File: config.mk
export PLATFORM = sky130hd
export DESIGN_NAME = blob_locator
export DESIGN_NICKNAME = d
export VERILOG_FILES = /design/src/rtl/blob_locator.sv
export SDC_FILE = /design/constraint.sdc
export NUM_CORES = 1
export LEC_CHECK = 0
export ABC_AREA = 1
export BUFFER_PORTS_ARGS = -buffer_cell sky130_fd_sc_hd__clkbuf_2
export CAP_MARGIN = 20
export CORE_MARGIN = 2
export CORE_UTILIZATION = 42
export DETAILED_ROUTE_END_ITERATION = 16
export PLACE_DENSITY = 0.64
export SLEW_MARGIN = 20
export SYNTH_ARGS = -nofsm -noshare
export SYNTH_HDL_FRONTEND = slang
export SYNTH_SLANG_ARGS = --single-unit
export TNS_END_PERCENT = 30
File: constraint.sdc
create_clock -name clk -period 2 [get_ports clk]
set_input_delay 0.1 -clock clk [delete_from_list [all_inputs] [get_ports clk]]
set_output_delay 0.1 -clock clk [all_outputs]
set_load 0.02 [all_outputs]
File: src/rtl/blob_locator.sv
// Per-frame white-pixel blob statistics (count, bounding box, centroid) behind the binarization stage.
// Optional ROI gating is compiled in with `define BLOB_ROI_EN.
module blob_locator #(
  parameter int X_W     = 11,
  parameter int Y_W     = 11,
  parameter int CNT_W   = 19,
  parameter int MIN_PIX = 16
) (
  input  logic             clk,
  input  logic             rst_n,
  input  logic             bin_vsync,
  input  logic             bin_href,
  input  logic             bin_de,
  input  logic             monoc,
`ifdef BLOB_ROI_EN
  input  logic [X_W-1:0]   roi_x_min,
  input  logic [X_W-1:0]   roi_x_max,
  input  logic [Y_W-1:0]   roi_y_min,
  input  logic [Y_W-1:0]   roi_y_max,
`endif
  output logic [X_W-1:0]   blob_x_min,
  output logic [X_W-1:0]   blob_x_max,
  output logic [Y_W-1:0]   blob_y_min,
  output logic [Y_W-1:0]   blob_y_max,
  output logic [X_W-1:0]   blob_cx,
  output logic [Y_W-1:0]   blob_cy,
  output logic [CNT_W-1:0] blob_pix,
  output logic             blob_found,
  output logic             result_valid
);

  localparam int SX_W = X_W + CNT_W;
  localparam int SY_W = Y_W + CNT_W;
  localparam int DW   = (SX_W > SY_W) ? SX_W : SY_W;
  localparam int IT_W = $clog2(DW + 1);

  typedef enum logic [1:0] {IDLE, CHECK, DIV, DONE} state_t;

  state_t           state;
  logic             vs_q, vs_qq, de_q, de_qq, mono_q, href_dbg_unused;
  logic             frame_edge, pix_hit, in_roi, first_frame, res_ok;
  logic [X_W-1:0]   col, xmin, xmax, sh_xmin, sh_xmax, quo_x;
  logic [Y_W-1:0]   row, ymin, ymax, sh_ymin, sh_ymax, quo_y;
  logic [CNT_W-1:0] cnt, sh_cnt, rem_x, rem_y;
  logic [SX_W-1:0]  sum_x, sh_sx;
  logic [SY_W-1:0]  sum_y, sh_sy;
  logic [DW-1:0]    num_x, num_y;
  logic [CNT_W:0]   trial_x, trial_y;
  logic             ge_x, ge_y;
  logic [IT_W-1:0]  iter;

  // Whole pixel stream is delayed one cycle so the vsync edge compare lines up with its pixel.
  always_ff @(posedge clk or negedge rst_n) begin
    if (!rst_n) begin
      vs_q <= 1'b0; vs_qq <= 1'b0; de_q <= 1'b0; de_qq <= 1'b0;
      mono_q <= 1'b0; href_dbg_unused <= 1'b0;
    end else begin
      vs_q <= bin_vsync; vs_qq <= vs_q; de_q <= bin_de; de_qq <= de_q;
      mono_q <= monoc; href_dbg_unused <= bin_href;
    end
  end

  assign frame_edge = vs_q & ~vs_qq;

`ifdef BLOB_ROI_EN
  logic [X_W-1:0] rx_min, rx_max;
  logic [Y_W-1:0] ry_min, ry_max;

  always_ff @(posedge clk or negedge rst_n) begin
    if (!rst_n) begin
      rx_min <= '0; rx_max <= '1; ry_min <= '0; ry_max <= '1;
    end else if (frame_edge) begin
      rx_min <= roi_x_min; rx_max <= roi_x_max;
      ry_min <= roi_y_min; ry_max <= roi_y_max;
    end
  end

  assign in_roi = (col >= rx_min) && (col <= rx_max) && (row >= ry_min) && (row <= ry_max);
`else
  assign in_roi = 1'b1;
`endif

  assign pix_hit = de_q & mono_q & in_roi & ~frame_edge;

  always_ff @(posedge clk or negedge rst_n) begin
    if (!rst_n) begin
      col <= '0; row <= '0;
    end else if (frame_edge) begin
      col <= '0; row <= '0;
    end else if (de_q) begin
      if (col != {X_W{1'b1}}) col <= col + 1'b1;
    end else if (de_qq) begin
      col <= '0;
      if (row != {Y_W{1'b1}}) row <= row + 1'b1;
    end
  end

  always_ff @(posedge clk or negedge rst_n) begin
    if (!rst_n) begin
      cnt <= '0; sum_x <= '0; sum_y <= '0;
      xmin <= '1; xmax <= '0; ymin <= '1; ymax <= '0;
    end else if (frame_edge) begin
      cnt <= '0; sum_x <= '0; sum_y <= '0;
      xmin <= '1; xmax <= '0; ymin <= '1; ymax <= '0;
    end else if (pix_hit) begin
      if (cnt != {CNT_W{1'b1}}) cnt <= cnt + 1'b1;
      sum_x <= sum_x + SX_W'(col);
      sum_y <= sum_y + SY_W'(row);
      if (col < xmin) xmin <= col;
      if (col > xmax) xmax <= col;
      if (row < ymin) ymin <= row;
      if (row > ymax) ymax <= row;
    end
  end

  // Remainder stays below the divisor, so the shifted trial fits in CNT_W+1 bits.
  assign trial_x = {rem_x, num_x[DW-1]};
  assign trial_y = {rem_y, num_y[DW-1]};
  assign ge_x    = trial_x >= {1'b0, sh_cnt};
  assign ge_y    = trial_y >= {1'b0, sh_cnt};

  always_ff @(posedge clk or negedge rst_n) begin
    if (!rst_n) begin
      state <= IDLE; first_frame <= 1'b1; res_ok <= 1'b0;
      sh_cnt <= '0; sh_sx <= '0; sh_sy <= '0;
      sh_xmin <= '0; sh_xmax <= '0; sh_ymin <= '0; sh_ymax <= '0;
      num_x <= '0; num_y <= '0; rem_x <= '0; rem_y <= '0;
      quo_x <= '0; quo_y <= '0; iter <= '0;
      blob_x_min <= '0; blob_x_max <= '0; blob_y_min <= '0; blob_y_max <= '0;
      blob_cx <= '0; blob_cy <= '0; blob_pix <= '0; blob_found <= 1'b0;
      result_valid <= 1'b0;
    end else begin
      result_valid <= 1'b0;
      case (state)
        IDLE: ;
        CHECK: begin
          num_x <= DW'(sh_sx); num_y <= DW'(sh_sy);
          rem_x <= '0; rem_y <= '0; quo_x <= '0; quo_y <= '0; iter <= '0;
          if (sh_cnt < CNT_W'(MIN_PIX)) begin
            res_ok <= 1'b0; state <= DONE;
          end else begin
            res_ok <= 1'b1; state <= DIV;
          end
        end
        DIV: begin
          rem_x <= ge_x ? CNT_W'(trial_x - {1'b0, sh_cnt}) : CNT_W'(trial_x);
          rem_y <= ge_y ? CNT_W'(trial_y - {1'b0, sh_cnt}) : CNT_W'(trial_y);
          num_x <= {num_x[DW-2:0], 1'b0};
          num_y <= {num_y[DW-2:0], 1'b0};
          quo_x <= {quo_x[X_W-2:0], ge_x};
          quo_y <= {quo_y[Y_W-2:0], ge_y};
          iter  <= iter + 1'b1;
          if (iter == IT_W'(DW - 1)) state <= DONE;
        end
        DONE: begin
          blob_pix   <= sh_cnt;
          blob_found <= res_ok;
          blob_x_min <= res_ok ? sh_xmin : '0;
          blob_x_max <= res_ok ? sh_xmax : '0;
          blob_y_min <= res_ok ? sh_ymin : '0;
          blob_y_max <= res_ok ? sh_ymax : '0;
          blob_cx    <= quo_x;
          blob_cy    <= quo_y;
          result_valid <= 1'b1;
          state <= IDLE;
        end
        default: state <= IDLE;
      endcase
      // A new frame edge always wins: a computation still in flight is dropped.
      if (frame_edge) begin
        if (first_frame) begin
          first_frame <= 1'b0;
        end else begin
          sh_cnt <= cnt; sh_sx <= sum_x; sh_sy <= sum_y;
          sh_xmin <= xmin; sh_xmax <= xmax; sh_ymin <= ymin; sh_ymax <= ymax;
          state <= CHECK;
        end
      end
    end
  end

endmodule

==> run_results.csv, run 1 <==
group,metric,value,unit
outcome,outcome,"complete, but fails checks",
outcome,violations,"negative setup slack",
synth,yosys.area_share.simple,23.7,%
floorplan,fp.dieW,249,microns
synth,seq_area_frac_synth,48.5,%
power_and_ir_drop,powerDensity,1710,nW/um^2
synth,ys.warnings.count,0,
cts,root_buffer,"clkbuf_16",
routing,drcViolationCount,0,
floorplan,ios,93,
routing,drt.antenna.violating_nets,0,
worst_setup_path,endpoint_kind,"register",
grt,top_usage_layer,"met2",
grt,use_met1,28.7,%
final_layout,drive_above_1_share,20.9,%
grt,grt_pass1_wl,109000,microns
power_and_ir_drop,finalPower,54400,uW
synth,syn_avg_cell_area,8.00,sq um
grt,use_met2,35.3,%
routing,via_per_inst,5.08,
sta,skew,0.0245,ns
routing,wirelength,66100,microns
final_layout,nNetsFinal,3635,
worst_setup_path,cp.buffers_inverters,2,
final_layout,area_growth,26.2,%
power_and_ir_drop,seqPwrFrac,23.4,%
worst_setup_path,worst_setup_path_start_kind,"register",
grt,grt_pass1_vias,21400,
synth,synth_xor_area_share,1.25,%
routing,route.vias.total,22000,
power_and_ir_drop,internal-power,31400,uW
sta,final_hold_viol_count,0,
sta,post-route-min-period,2.03,ns
synth,synthesis.nets,3281,
grt,grt_usage,21.2,%
synth,synth_top_family_by_area,"simple AND/OR/NAND/NOR gates",
grt,antenna_found_initial,0,
cts,cts_buffers,52,
worst_setup_path,crit_slowest_cell,"dfrtp_1",
placement,io_buffer_count,91,
worst_setup_path,reg2reg_depth,13,
power_and_ir_drop,leakage,0.0155,uW
min_path,min_path_type,"input port to asynchronous set/reset pin",
placement,detailed_place_hpwl,47000,microns
floorplan,die_y,249,microns
routing,post_drt_wl_per_cell,15.3,microns
sta,fin_ws,-0.0339,ns
sta,slew_violations,0,
grt,grt_use_met3,2.70,%
synth,syn_area,25300,sq um
cts,cts_tree,"yes",
worst_setup_path,r2r_end,"rem_y[17]",
cts,clock_sinks,489,
worst_setup_path,cpPeakStageDelay,0.37,ns
floorplan,die_area,62100,sq um
sta,fmaxAchievable,0.492,GHz
sta,slew_headroom,43.0,%
sta,whs,0.0916,ns
cts,path_clk_slew,0.06,ns
synth,syn_inst,3160,
grt,grt_start_max_net_pins,116,
floorplan,initial_core_util,42.7,%
flow_run,cap_violations,0,
sta,worst_slew_pin_slew,0.852,ns
grt,overflow,0,
cts,clk_latency,0.62,ns
cts,htree_levels,2,
synth,synthMuxAreaShare,0.0446,%
floorplan,coreArea,59200,sq um
worst_setup_path,cp_common_cell,"nand2_1",
cts,cts_buffer_depth,3,
power_and_ir_drop,power_frac_comb,56.4,%
synth,synth_edf_count,0,
synth,synthFlopType,"dfrtp_1",
worst_setup_path,critPathArrivalTime,2.53,ns
worst_setup_path,r2r_setup_slack,-0.03,ns
power_and_ir_drop,ir_drop,1.61,mV
sta,period_share,102,%
sta,rsz0062_at_grt,"true",
synth,synth_cell_type_count,48,
sta,setup_viol,35,
sta,tns,-0.522,ns
power_and_ir_drop,p_clk_share,20.2,%
worst_setup_path,critPathKind,"register to register",
placement,gp_congestion,0.919,
routing,drt-initial-drc-count,1520,
worst_setup_path,critPathMaxFanout,4,
synth,synth-async-reset-ratio,100,%
power_and_ir_drop,switching_share,42.3,%
final_layout,nFillCells,5457,
worst_setup_path,critical-path-top-delay-family,"simple AND/OR/NAND/NOR gates",
power_and_ir_drop,p_sw,23000,uW
worst_setup_path,r2r-start,"sh_cnt[4]",
floorplan,num_rows,89,
worst_setup_path,cp.required,2.50,ns
worst_setup_path,path_cells,"inv_2 > ha_1 > a21oi_1 > buf_4 > nand2_1 > nand2_1 > nand3_1 > nand2_1 > nand2_1 > nand2_1 > nand3_1 > nand2_1 > nand2_1",
synth,ys_ff_latch,489,
routing,dr.pass1.iters,5,
final_layout,diodes,0,
synth,synth_adder_area_share,5.81,%
synth,synth_compound_gate_area_share,12.1,%
sequential cells by signal, summed over array words and instances (netlist names), 19 cells and up:
signal / cells
sh_sy: 30
num_y: 30
cnt: 19
rem_x: 19
rem_y: 19
sum_y: 30
sh_sx: 30
sh_cnt: 19
sum_x: 30
num_x: 30
blob_pix: 19
synth_stat cells (2+ instances only):
master,count,area [sq um]
nand2_1,861,3230
dfrtp_1,466,11700
inv_1,426,1600
nor2_1,227,852
nand3_1,210,1050
o21ai_0,205,1030
a21oi_1,155,776
ha_1,111,1390
o22ai_1,70,438
clkbuf_1,60,225
o211ai_1,60,450
nand4_1,37,231
buf_2,30,150
nor3_1,28,140
dfstp_2,23,604
o21ai_1,19,95.1
xnor2_1,18,158
xor2_1,18,158
buf_1,15,56.3
nand3b_1,12,90.1
o21a_1,10,75.1
inv_2,8,30.0
nor4_1,8,50.1
or2_2,8,50.1
nand2_2,7,43.8
nor3b_1,7,52.6
nor3_2,6,60.1
o221ai_1,6,52.6
o31ai_1,6,45.0
buf_4,5,37.5
nor2_4,5,56.3
fa_1,4,80.1
nor2_2,4,25.0
and2_1,3,18.8
buf_6,3,33.8
o21bai_1,3,22.5
a22o_1,2,17.5
nand3_2,2,20.0
o2111ai_1,2,17.5
o21ai_2,2,17.5
per-stage QoR:
stage	setup WS, ns	util (%)	std cells	instance area, sq um
6_report	-0.0339	53.8	4331	31900
3_3_place_gp	-0.226	48.5	4197	28700
3_5_place_dp	-0.325	48.5	4197	28700
4_1_cts	-0.0793	52.7	4310	31200
2_1_floorplan	-0.0317	-	3160	25300
5_1_grt	-0.179	53.8	4331	31900
how the worst max path moves through the flow:
stage | cells after the start | startpoint | slack (ns) | endpoint
after floorplan | 13 | col[0] | -0.03 | sum_x[18]
after global placement | 13 | sh_cnt[0] | -0.23 | rem_y[16]
after detailed placement | 13 | sh_cnt[0] | -0.32 | rem_y[16]
after CTS | 13 | num_y[29] | -0.08 | rem_y[6]
after global routing | 13 | num_y[29] | -0.18 | rem_y[6]
final | 13 | sh_cnt[4] | -0.03 | rem_y[17]
logic make-up (layout without fill, tap and decap cells):
kind of cell,count (synthesis),count (layout)
flip-flops,489,489
buffers and inverters,549,946
AND/OR/NAND/NOR,1427,1428
adder cells (fa/ha/maj),115,115
multiplexers,1,1
XOR/XNOR,36,36
AO/OA/AOI/OAI,543,543
power by group through the flow:
stage	logic, uW	clock network [uW]	registers [uW]
after floorplan	15300	0	13400
after global placement	25600	0	12800
after detailed placement	25700	0	12800
after CTS	27900	11300	12700
after global routing	33700	11700	12900
final	30700	11000	12700
final cells by class:
class,count,area [sq um],share of cell area (%)
multi-input combinational,2123,11700,36.8
tap,773,967,3.03
timing repair buffer,413,3280,10.3
clock inverter,31,515,1.62
inverter,435,1650,5.19
sequential,489,12300,38.5
clock buffer,67,1470,4.60
metal layers:
layer,up-vias,wire length (microns)
li1,11000,-
met1,10400,29900
met2,439,31700
met3,133,2570
met4,0,2010
met5,-,0
layout by cell type, fill, tap and decap left out, types with 13 or more instances in the layout:
cell	n
nand2_1	824
dfrtp_1	463
inv_1	397
buf_4	281
nor2_1	213
o21ai_0	193
nand3_1	176
a21oi_1	146
clkbuf_2	90
ha_1	82
o22ai_1	70
o211ai_1	60
clkbuf_16	53
nand4_1	37
nand2_2	33
nand3_2	32
inv_2	29
nor3_1	28
o21ai_1	27
buf_12	27
ha_4	24
dfstp_2	23
xor2_1	18
xnor2_1	13
what timing repair did:
item                       in CTS  in global routing
pin swaps                      22                 47
buffers inserted                9                 20
hold endpoints to repair      469                  0
resized for setup             101                120
setup endpoints to repair      67                135
cloned                          1                  1
hold buffers                    5                  0
worst min-delay path: cells and delay by family:
family | cells | cell delay [ns]
buffers and inverters | 3 | 0.93
Note: power is estimated with default switching activity, not from simulation.
==> run 2, diff against run 1 <==
--- a/config.mk
+++ b/config.mk
@@ -10,6 +10,7 @@
 export CAP_MARGIN = 20
 export CORE_MARGIN = 2
 export CORE_UTILIZATION = 42
+export CTS_BUF_LIST = sky130_fd_sc_hd__clkbuf_8
 export DETAILED_ROUTE_END_ITERATION = 16
 export PLACE_DENSITY = 0.64
 export SLEW_MARGIN = 20
==> run 2 against run 1 <==
  * The flow still finishes with violations (negative setup slack)
  * Sequential cell count unchanged
  * Final area up 1.2%
  * Maximum frequency down 2.3%
  * Critical path depth unchanged
  * Critical path type unchanged
  * Critical endpoint is now rem_y[3]
==> run_results.csv, run 2 (same netlist as run 1, synthesis figures left out) <==
group,metric,value,unit
cts,clk_latency,0.67,ns
sta,post-route-min-period,2.08,ns
routing,wirelength,67300,microns
floorplan,num_rows,89,
cts,cts_tree,"yes",
worst_setup_path,critPathMaxFanout,8,
sta,slew_violations,0,
power_and_ir_drop,powerDensity,1690,nW/um^2
min_path,min_path_type,"input port to register",
grt,overflow,0,
final_layout,drive_above_1_share,24.0,%
power_and_ir_drop,ir_drop,1.56,mV
worst_setup_path,cp.buffers_inverters,3,
outcome,violations,"negative setup slack",
grt,grt_use_met3,3.62,%
floorplan,ios,93,
power_and_ir_drop,seqPwrFrac,23.4,%
cts,htree_levels,3,
power_and_ir_drop,leakage,0.0156,uW
grt,antenna_found_initial,0,
final_layout,area_growth,27.8,%
placement,detailed_place_hpwl,47000,microns
sta,rsz0062_at_grt,"true",
routing,drcViolationCount,0,
worst_setup_path,cp_common_cell,"nand2_1",
sta,final_hold_viol_count,0,
grt,grt_pass1_vias,21600,
floorplan,fp.dieW,249,microns
routing,via_per_inst,5.08,
worst_setup_path,path_cells,"inv_4 > ha_1 > nand2_2 > inv_1 > nand2_1 > nand2_1 > nand2_1 > nand3_4 > nand2_4 > nand2_8 > buf_12 > o211ai_1 > nand2_1",
cts,cts_buffers,82,
final_layout,finish.utilization,54.5,%
grt,top_usage_layer,"met2",
final_layout,diodes,0,
sta,setup_viol,26,
sta,skew,0.0359,ns
worst_setup_path,critPathKind,"register to register",
cts,cts_buffer_depth,3,
final_layout,nNetsFinal,3681,
power_and_ir_drop,switching_share,43.9,%
sta,slew_headroom,42.6,%
worst_setup_path,critPathArrivalTime,2.63,ns
worst_setup_path,cpPeakStageDelay,0.37,ns
grt,use_met2,35.3,%
routing,post_drt_wl_per_cell,15.3,microns
floorplan,coreArea,59200,sq um
outcome,outcome,"complete, but fails checks",
power_and_ir_drop,p_clk_share,16.9,%
sta,fmaxAchievable,0.481,GHz
sta,worst_slew_pin_slew,0.860,ns
placement,io_buffer_count,91,
worst_setup_path,endpoint_kind,"register",
routing,drt.antenna.violating_nets,0,
final_layout,final_common_cell,"nand2_1",
placement,gp_congestion,0.919,
cts,clock_sinks,489,
cts,path_clk_slew,0.06,ns
final_layout,mostFrequentLayoutCells,"800 x nand2_1, 455 x dfrtp_1, 413 x inv_1",
power_and_ir_drop,internal-power,30500,uW
grt,grt_pass1_wl,109000,microns
power_and_ir_drop,p_sw,23900,uW
sta,tns,-0.717,ns
grt,use_met1,28.4,%
worst_setup_path,cp.required,2.55,ns
routing,route.vias.total,22300,
sta,fin_ws,-0.0811,ns
worst_setup_path,worst_setup_path_start_kind,"register",
routing,dr.pass1.iters,5,
sta,period_share,104,%
cts,root_buffer,"clkbuf_8",
worst_setup_path,crit_slowest_cell,"dfrtp_1",
grt,grt_start_max_net_pins,116,
floorplan,die_area,62100,sq um
flow_run,cap_violations,0,
power_and_ir_drop,power_frac_comb,59.7,%
routing,drt-initial-drc-count,1467,
floorplan,initial_core_util,42.7,%
grt,grt_usage,21.3,%
floorplan,die_y,249,microns
worst_setup_path,critical-path-top-delay-family,"simple AND/OR/NAND/NOR gates",
[run 2: changes by cell type in the layout (fill, tap and decap cells not counted), sizes merged]
| cell | change |
|---|---|
| buf | +14 |
| nor2 | +1 |
| bufinv | -10 |
| clkinv | -4 |
| clkinvlp | +3 |
| dlymetal6s4s | +1 |
| inv | +21 |
| clkbuf | +38 |
[run 2: through the flow]
stage | hold slack [ns] | std cells | worst slack (ns) | total power [uW] | cell area, sq um
2_1_floorplan | -0.196 | 3160 | -0.0317 | 28700 | 25300
3_3_place_gp | -0.0364 | 4197 | -0.226 | 38300 | 28700
3_5_place_dp | -0.0366 | 4197 | -0.325 | 38500 | 28700
4_1_cts | 0.0289 | 4362 | -0.0643 | 50200 | 31000
5_1_grt | 0.0536 | 4395 | -0.212 | 58400 | 32300
6_report | 0.0908 | 4395 | -0.0811 | 54500 | 32300
[run 2: what timing repair did]
item	4_1_cts	5_1_grt
hold buffers	6	0
buffers inserted	12	32
endpoints found under the hold margin	469	0
pin swaps	23	69
gates cloned	1	2
gates resized for setup	112	228
endpoints found under the setup margin	69	135
[run 2: final timing paths]
check | start | to | slack, ns | depth (start not counted)
hold reg to reg | vs_q | vs_qq | 0.38 | 0
setup reg to reg | sh_cnt[7] | rem_y[3] | -0.08 | 13
setup / recovery | sh_cnt[7] | rem_y[3] | -0.08 | 13
hold / removal | bin_vsync | vs_q | 0.09 | 2
min in group asynchronous | rst_n | iter[0] | 0.56 | 4
max in group asynchronous | rst_n | num_x[0] | 0.53 | 4
[run 2: cell type report]
cell class | count | area, sq um
Inverter | 435 | 1660
Tap cell | 773 | 967
Fill cell | 5427 | 26900
Multi-Input combinational cell | 2124 | 12200
Clock buffer | 105 | 1450
Clock inverter | 41 | 255
Timing Repair Buffer | 428 | 3440
Sequential cell | 489 | 12300
[run 2: per-layer routing]
layer	vias up	part of all wire, %
met4	0	2.8
met2	458	48
met3	132	4.0
met1	10600	45
met5	-	0
li1	11100	-
[run 2: power groups by stage]
stage	registers, uW	logic (uW)	clock network [uW]
after CTS	12700	28000	9440
after detailed placement	12800	25700	0
after global placement	12800	25600	0
after global routing	12900	35600	9860
final	12700	32500	9190
after floorplan	13400	15300	0
